## config.mk

```make
export PLATFORM = sky130hd
export DESIGN_NAME = fmc_bus_initiator
export DESIGN_NICKNAME = d
export VERILOG_FILES = /design/src/rtl/fmc_pkg.sv /design/src/rtl/fmc_bus_initiator.sv
export SDC_FILE = /design/constraint.sdc
export NUM_CORES = 1
export LEC_CHECK = 0
export CAP_MARGIN = 20
export CORE_ASPECT_RATIO = 1.5
export CORE_MARGIN = 2
export CORE_UTILIZATION = 59
export CTS_BUF_LIST = sky130_fd_sc_hd__clkbuf_4 sky130_fd_sc_hd__clkbuf_8
export DETAILED_ROUTE_END_ITERATION = 7
export DONT_BUFFER_PORTS = 1
export GPL_TIMING_DRIVEN = 0
export PLACE_DENSITY_LB_ADDON = 0.15
export SKIP_CTS_REPAIR_TIMING = 1
export SLEW_MARGIN = 40
export SYNTH_ARGS = -nofsm -noshare
export SYNTH_HDL_FRONTEND = slang
export SYNTH_SLANG_ARGS = --single-unit
export TNS_END_PERCENT = 50
```

## constraint.sdc

```tcl
create_clock -name clk -period 1.55 [get_ports clk]
set_input_delay 0.155 -clock clk [delete_from_list [all_inputs] [get_ports clk]]
set_output_delay 0.155 -clock clk [all_outputs]
set_load 0.02 [all_outputs]
```

## src/rtl/fmc_pkg.sv

```systemverilog
// Shared definitions for the external memory bus initiator: FSM states,
// default Mode 1 phase lengths and the LED frontend register map.
package fmc_pkg;

    typedef enum logic [2:0] {
        ST_IDLE,
        ST_SETUP,
        ST_DATA,
        ST_HOLD,
        ST_TURN
    } fmc_state_e;

    localparam int FMC_ADDSET_DEF  = 2;
    localparam int FMC_DATAST_DEF  = 4;
    localparam int FMC_BUSTURN_DEF = 1;

    // LED frontend responder register offsets (word addresses)
    localparam int LED_REG_STAT = 0;
    localparam int LED_REG_CTRL = 1;
    localparam int LED_REG_DATA = 2;
    localparam int LED_REG_RSV0 = 3;

    localparam int STRIPS = 72;

    function automatic int max3(input int a, input int b, input int c);
        int m;
        m = (a > b) ? a : b;
        return (m > c) ? m : c;
    endfunction

endpackage

```

## src/rtl/fmc_bus_initiator.sv

```systemverilog
// SRAM-style (Mode 1) external bus initiator: turns single-word valid/ready
// requests into NE/NOE/NWE/NBL bus cycles with fully registered bus outputs.
module fmc_bus_initiator
    import fmc_pkg::*;
#(
    parameter int ADDR_WIDTH = 20,
    parameter int DATA_WIDTH = 16,
    parameter int ADDSET     = FMC_ADDSET_DEF,
    parameter int DATAST     = FMC_DATAST_DEF,
    parameter int BUSTURN    = FMC_BUSTURN_DEF
) (
    input  logic                  clk,
    input  logic                  resetn,
    input  logic                  req_valid,
    output logic                  req_ready,
    input  logic                  req_write,
    input  logic [ADDR_WIDTH-1:0] req_addr,
    input  logic [DATA_WIDTH-1:0] req_wdata,
    input  logic [1:0]            req_be,
    output logic                  done,
    output logic [DATA_WIDTH-1:0] rdata,
    output logic [ADDR_WIDTH-1:0] fmc_addr,
    output logic [DATA_WIDTH-1:0] fmc_dout,
    output logic                  fmc_doe,
    input  logic [DATA_WIDTH-1:0] fmc_din,
    output logic                  fmc_ne,
    output logic                  fmc_noe,
    output logic                  fmc_nwe,
    output logic [1:0]            fmc_nbl
);

    localparam int CNT_W = $clog2(max3(ADDSET, DATAST, BUSTURN) + 1);
    localparam logic [CNT_W-1:0] SETUP_LD = CNT_W'(ADDSET - 1);
    localparam logic [CNT_W-1:0] DATA_LD  = CNT_W'(DATAST - 1);
    localparam logic [CNT_W-1:0] TURN_LD  = CNT_W'((BUSTURN > 0) ? BUSTURN - 1 : 0);
    localparam logic [CNT_W-1:0] CNT_ONE  = CNT_W'(1);

    fmc_state_e state_q, state_d;
    logic [CNT_W-1:0]      cnt_q, cnt_d;
    logic                  wr_q, wr_d;
    logic [1:0]            be_q, be_d;
    logic                  ready_q, ready_d;
    logic                  done_q, done_d;
    logic [DATA_WIDTH-1:0] rdata_q, rdata_d;
    logic [ADDR_WIDTH-1:0] addr_q, addr_d;
    logic [DATA_WIDTH-1:0] dout_q, dout_d;
    logic                  doe_q, doe_d;
    logic                  ne_q, ne_d;
    logic                  noe_q, noe_d;
    logic                  nwe_q, nwe_d;
    logic [1:0]            nbl_q, nbl_d;
    logic                  busy_d;

    always_comb begin
        state_d = state_q;
        cnt_d   = cnt_q;
        wr_d    = wr_q;
        be_d    = be_q;
        addr_d  = addr_q;
        dout_d  = dout_q;
        rdata_d = rdata_q;

        // One down-counter serves every timed phase; it reloads on phase entry.
        unique case (state_q)
            ST_IDLE: begin
                if (req_valid && ready_q) begin
                    state_d = ST_SETUP;
                    cnt_d   = SETUP_LD;
                    wr_d    = req_write;
                    be_d    = req_be;
                    addr_d  = req_addr;
                    if (req_write) begin
                        dout_d = req_wdata;
                    end
                end
            end
            ST_SETUP: begin
                if (cnt_q == '0) begin
                    state_d = ST_DATA;
                    cnt_d   = DATA_LD;
                end else begin
                    cnt_d = cnt_q - CNT_ONE;
                end
            end
            ST_DATA: begin
                if (cnt_q == '0) begin
                    state_d = ST_HOLD;
                    if (!wr_q) begin
                        rdata_d = fmc_din;
                    end
                end else begin
                    cnt_d = cnt_q - CNT_ONE;
                end
            end
            ST_HOLD: begin
                if (BUSTURN > 0) begin
                    state_d = ST_TURN;
                    cnt_d   = TURN_LD;
                end else begin
                    state_d = ST_IDLE;
                end
            end
            ST_TURN: begin
                if (cnt_q == '0) begin
                    state_d = ST_IDLE;
                end else begin
                    cnt_d = cnt_q - CNT_ONE;
                end
            end
            default: state_d = ST_IDLE;
        endcase

        // Bus pins are decoded from the next state so they are registered
        // and line up with the state they belong to.
        busy_d  = (state_d == ST_SETUP) || (state_d == ST_DATA) || (state_d == ST_HOLD);
        ne_d    = !busy_d;
        doe_d   = busy_d && wr_d;
        noe_d   = !((state_d == ST_DATA) && !wr_d);
        nwe_d   = !((state_d == ST_DATA) && wr_d);
        nbl_d   = busy_d ? (wr_d ? ~be_d : 2'b00) : 2'b11;
        done_d  = (state_d == ST_HOLD);
        ready_d = (state_d == ST_IDLE);
    end

    always_ff @(posedge clk) begin
        if (!resetn) begin
            state_q <= ST_IDLE;
            cnt_q   <= '0;
            wr_q    <= 1'b0;
            be_q    <= 2'b00;
            ready_q <= 1'b1;
            done_q  <= 1'b0;
            rdata_q <= '0;
            addr_q  <= '0;
            dout_q  <= '0;
            doe_q   <= 1'b0;
            ne_q    <= 1'b1;
            noe_q   <= 1'b1;
            nwe_q   <= 1'b1;
            nbl_q   <= 2'b11;
        end else begin
            state_q <= state_d;
            cnt_q   <= cnt_d;
            wr_q    <= wr_d;
            be_q    <= be_d;
            ready_q <= ready_d;
            done_q  <= done_d;
            rdata_q <= rdata_d;
            addr_q  <= addr_d;
            dout_q  <= dout_d;
            doe_q   <= doe_d;
            ne_q    <= ne_d;
            noe_q   <= noe_d;
            nwe_q   <= nwe_d;
            nbl_q   <= nbl_d;
        end
    end

    assign req_ready = ready_q;
    assign done      = done_q;
    assign rdata     = rdata_q;
    assign fmc_addr  = addr_q;
    assign fmc_dout  = dout_q;
    assign fmc_doe   = doe_q;
    assign fmc_ne    = ne_q;
    assign fmc_noe   = noe_q;
    assign fmc_nwe   = nwe_q;
    assign fmc_nbl   = nbl_q;

endmodule

```

== Word-level counts from Yosys, hierarchy flattened ==
Cells that the tools add are included.

* $add $sub $neg: 1
* Equality and inequality tests: 9
* Muxes and demuxes: 14
* Bitwise gates (word level): 2
* Reduce and logical (&&, ||, !) cells: 20

{| class="wikitable"
|+ Operators by type and width
! operator !! count
|-
| 3-bit two-way mux || 7
|-
| 3-bit one-hot mux with 5 select lines || 1
|-
| 3-bit by 2-bit equality test with 1-bit output, second input constant || 4
|-
| 3-bit one-hot mux with 4 select lines || 1
|-
| 3-bit logical NOT || 3
|-
| 3-bit AND reduction || 3
|-
| 3-bit by 1-bit equality test with 1-bit output, second input constant || 2
|-
| 2-bit two-way mux || 3
|-
| 1-bit logical AND || 4
|-
| 1-bit logical NOT || 4
|-
| 2-bit != test, second input constant || 2
|-
| 2-bit AND reduction || 2
|-
| 4-bit nonzero test || 1
|-
| 3-bit equality test, second input constant || 1
|-
| 3-bit by 1-bit subtractor with 3-bit output, second input constant || 1
|-
| 1-bit logical OR || 2
|-
| 1-bit two-way mux || 2
|-
| 2-bit NOT || 1
|-
| 2-bit OR reduction || 1
|-
| 1-bit NOT || 1
|}

* Flip-flop bits (word level): 69
* Bits of input ports: 58
* Output and inout bits: 60
* Logic and storage cells: 60

== Depth between registers and ports, before layout ==
* Word-level depth: 7
* Gate-level depth with buffers: 8
* Mapped depth without buffers: 7

== Least setup slack after synthesis ==
OpenSTA, ideal clock, no wires.

* Path type: register -> register
* From: register cnt_q[0]
* To: register rdata_q[7], in the netlist rdata[7]
* Setup time: 0.069 ns
* Arrival: 1.524 ns
* Data required time: 1.481 ns
* Path slack: -0.042 ns
* Stages on the path, launching flop included: 9
* Path buffers: 1
* Clock period less this slack: 1.592 ns
* Cell sequence: dfxtp_1 > inv_1 > ha_1 > ha_1 > inv_2 > nor4_4 > buf_2 > nand3_1 > o21ai_1

* Word-level cells in the longest chain between the ends: 2

{| class="wikitable"
|+ RTL lines
! element !! RTL line !! source
|-
| start: declaration || fmc_bus_initiator.sv:39 || <nowiki>logic [CNT_W-1:0] cnt_q, cnt_d;</nowiki>
|-
| start signal: assignment || fmc_bus_initiator.sv:143 || <nowiki>cnt_q <= cnt_d;</nowiki>
|-
| 3-bit logical NOT || fmc_bus_initiator.sv:86 || <nowiki>if (cnt_q == '0) begin</nowiki>
|-
| 3-bit AND reduction (no source line) || - ||
|-
| end signal: assignment || fmc_bus_initiator.sv:148 || <nowiki>rdata_q <= rdata_d;</nowiki>
|-
| end: declaration || fmc_bus_initiator.sv:44 || <nowiki>logic [DATA_WIDTH-1:0] rdata_q, rdata_d;</nowiki>
|}

Every way passes these cells.
A chain may end at the register's enable or synchronous reset.

== Final worst setup path ==
* From: register cnt_q[0]
* To: register rdata_q[2], in the netlist rdata[2]

Same word-level chain as after synthesis.

==> impl_metrics.env <==
export IMPL_crit_arrival_ns=1.86
export IMPL_power_static_leakage_uw=0.00138
export IMPL_drt_total_wl_um=7820
export IMPL_yosys_warnings=0
export IMPL_grt_busiest_layer="met2"
export IMPL_grt_ovfl_total=0
export IMPL_crit_path_max_incr_delay_ns=0.34
export IMPL_initialDrtViolationCount=203
export IMPL_grt_util_met3_pct=10.1
export IMPL_design_power_total_uw=5110
export IMPL_io_pins=118
export IMPL_cts_buffer_depth=2
export IMPL_syn_nets=385
export IMPL_violations="setup timing"
export IMPL_first_pass_grt_wire_length_um=8830
export IMPL_post_synth_top_count_cell="nand2_1"
export IMPL_timing_critical_path_slowest_stage_cell="dfxtp_2"
export IMPL_timing_critical_path_cells="inv_2 > ha_4 > ha_4 > inv_6 > nor4_4 > buf_6 > buf_6 > nand3_1 > o21ai_1"
export IMPL_fill_cells=247
export IMPL_gpl_final_weighted_congestion=0.898
export IMPL_yosys_register_bits=69
export IMPL_post_dp_hpwl_um=4410
export IMPL_place_worst_setup_slack_ns=-0.166
export IMPL_yosys_area_top_type="dfxtp_1"
export IMPL_number_of_antenna_violations_at_the_first_check_in_global_routing=0
export IMPL_async_set_or_reset_flop_fraction_in_the_synthesized_netlist_pct=0
export IMPL_worst_pin_slew_ns=0.739
export IMPL_port_buffer_count=0
export IMPL_post_place_cells=388
export IMPL_cts_sinks=69
export IMPL_start_util_pct=62.0
export IMPL_core_um2=4540
export IMPL_synthDistinctLibCells=41
export IMPL_fp_row_count=30
export IMPL_max_slew_margin_pct=50.7
export IMPL_finalHoldViolCount=0
export IMPL_final_cycle_share_pct=102
export IMPL_worst_hold_slack_ns=0.0577
export IMPL_cts_root_buffer="clkbuf_8"
export IMPL_critPathLaunchType="flop"
export IMPL_tritoncts="built"
export IMPL_globalRouteTotalUtil_pct=21.9
export IMPL_fraction_of_layout_cells_with_a_size_suffix_above_1_pct=24.8
export IMPL_groute_layer_met2_usage_pct=37.6
export IMPL_critical_path_endpoint_type="flop"
export IMPL_vdd_ir_drop_worst_uv=799
export IMPL_antenna_diode_count=0
export IMPL_htree_num_levels=3
export IMPL_dieHeight_um=88.6
export IMPL_dieArea_um2=5350
export IMPL_avgRoutedWirePerCell_um=16.9
export IMPL_postLayoutSetupSlackWorst_ns=-0.0367
export IMPL_slew_viol_final=0
export IMPL_grt_setup_unrepaired="true"
export IMPL_die_width_um=60.4
export IMPL_instances_no_fill=463
export IMPL_yosys_area_top_type_share_pct=49.1
export IMPL_avgViaCountPerCell=5.60
export IMPL_met1_usage_pct=22.6
export IMPL_cp_data_required_time_ns=1.83
export IMPL_clk_pin_slew_ns=0.07
export IMPL_worstSkewPairLatency_ns=0.35
export IMPL_final_core_util_pct=83.4
export IMPL_ys_dominant_reg_cell="dfxtp_1"
export IMPL_synth_enable_flop_cells=0
export IMPL_synthTopCellsByArea="dfxtp_1 (49%), nand2_1 (11%), nand3_2 (5.0%)"
export IMPL_finClkSkew_ns=0.00856
export IMPL_postRouteAntennaNets=0
export IMPL_cts_inserted_buffers=9
export IMPL_maximum_number_of_pins_on_one_net_before_global_route_repair=13
export IMPL_initial_drt_pass_iterations=4
export IMPL_via_count_of_the_first_global_routing_pass=2068
export IMPL_status="finished, violations left"
export IMPL_vias=2592
export IMPL_maxClockFrequency_mhz=630
export IMPL_post_synth_inst_count=324
export IMPL_min_path_type="primary input to flop"
export IMPL_final_nets=455
export IMPL_timing_final_crit_period_ns=1.59
export IMPL_drc=0
export IMPL_finalSetupViolations=6
export IMPL_path_class="flop to flop"
export IMPL_syn_area_um2=2820
export IMPL_cp_max_fo=7
export IMPL_area_delta_synth_final_pct=34.5
export IMPL_timing_max_cap_violations=0
export IMPL_synth_seq_area_share_pct=49.1
export IMPL_synth_avg_cell_area_um2=8.69
export IMPL_synthTopCellsByCount="nand2_1 (83), dfxtp_1 (69), a21oi_1 (27), nand3_1 (21), o21ai_2 (16)"
export IMPL_power_density_cell_area_nw_per_um2=1350
path summary, 6_finish.rpt:
kind / from / end / slack [ns] / cells past startpoint
worst max register to register: cnt_q[0]$_SDFFE_PN0P_ / rdata[2]$_SDFFE_PN0P_ / -0.04 / 9
worst max-delay path: cnt_q[0]$_SDFFE_PN0P_ / rdata[2]$_SDFFE_PN0P_ / -0.04 / 9
worst min-delay path: req_be[1] / fmc_nbl[1]$_SDFF_PN1_ / 0.06 / 2
worst min register to register: be_q[0]$_SDFF_PN0_ / be_q[0]$_SDFF_PN0_ / 0.46 / 2
metal layers:
layer	routed length, um	share of wire [%]	up-vias
met5	0	0	-
li1	-	-	1237
met1	2740	35	1204
met3	581	7.4	18
met4	210	2.7	0
met2	4290	55	133
state kept, by name (all words and copies together), names as in the netlist:
signal	flops
be_q	2
cnt_q	3
done	1
fmc_addr	20
fmc_doe	1
fmc_dout	16
fmc_nbl	2
fmc_ne	1
fmc_noe	1
fmc_nwe	1
rdata	16
req_ready	1
state_q	3
wr_q	1
report_power, final:
part / internal (uW) / switching [uW] / leakage, uW
combinational: 611 / 794 / 0.000724
sequential: 2020 / 395 / 0.000563
clock: 617 / 673 / 0.0000880
cells in the final DEF, fill, tap and decap left out, types with 2 or more instances in the layout:
cell           netlist  final
a21o_1               2      2
a21oi_1             27     27
a32oi_1              2      2
buf_1                2      2
buf_2                8      7
buf_4                3      3
buf_6                4     11
clkbuf_1             6      6
clkbuf_8             0     10
clkinv_2             0      3
clkinvlp_4           0      2
dfxtp_1             69     66
dfxtp_2              0      3
dlygate4sd3_1        0     54
ha_4                 0      2
inv_1                9      7
inv_2                2      3
nand2_1             83     83
nand2b_1             4      3
nand3_1             21     10
nand3_2             14     25
nor2_1               7      5
nor2_2               0      2
nor4_1               2      2
o21ai_1              8     15
o21ai_2             16     17
o311ai_0             2      2
or3_1                2      2
cell families (layout without fill, tap and decap cells):
logic type                 Yosys count  count (layout)  synth area share, %
and+or+nand+nor                    144             144                 26.2
AOI/OAI and AO/OA                   72              72                 16.5
DFF                                 69              69                 49.1
buffers and inverters               35             110                 6.53
adders and majority gates            3               3                 1.33
xor gates and xnor gates             1               1                0.311
critical path, delay by kind of cell, from the launching register on:
family	cells	cell delay [ns]
fa+ha+maj	2	0.33
buf+inv	4	0.42
compound gates	1	0.11
simple gates	2	0.31
flops	1	0.34
metrics by stage:
step	area [um2]	setup TNS, ns
2_1_floorplan	2830	0
3_3_place_gp	2910	-1.50
3_5_place_dp	2910	-2.01
4_1_cts	3080	-2.37
5_1_grt	3790	-0.968
6_report	3790	-0.140
cell type report:
class / count / area (um2) / share of cell area (%)
flip-flops and latches: 69 / 1390 / 36.6
multi-input cells: 220 / 1350 / 35.6
repair buffers: 59 / 583 / 15.4
plain buffers: 24 / 169 / 4.46
clock buffers: 10 / 138 / 3.63
well taps: 64 / 80.1 / 2.11
inverters: 11 / 46.3 / 1.22
clock inverters: 6 / 38.8 / 1.02
Power figures use the tool's default switching activity.
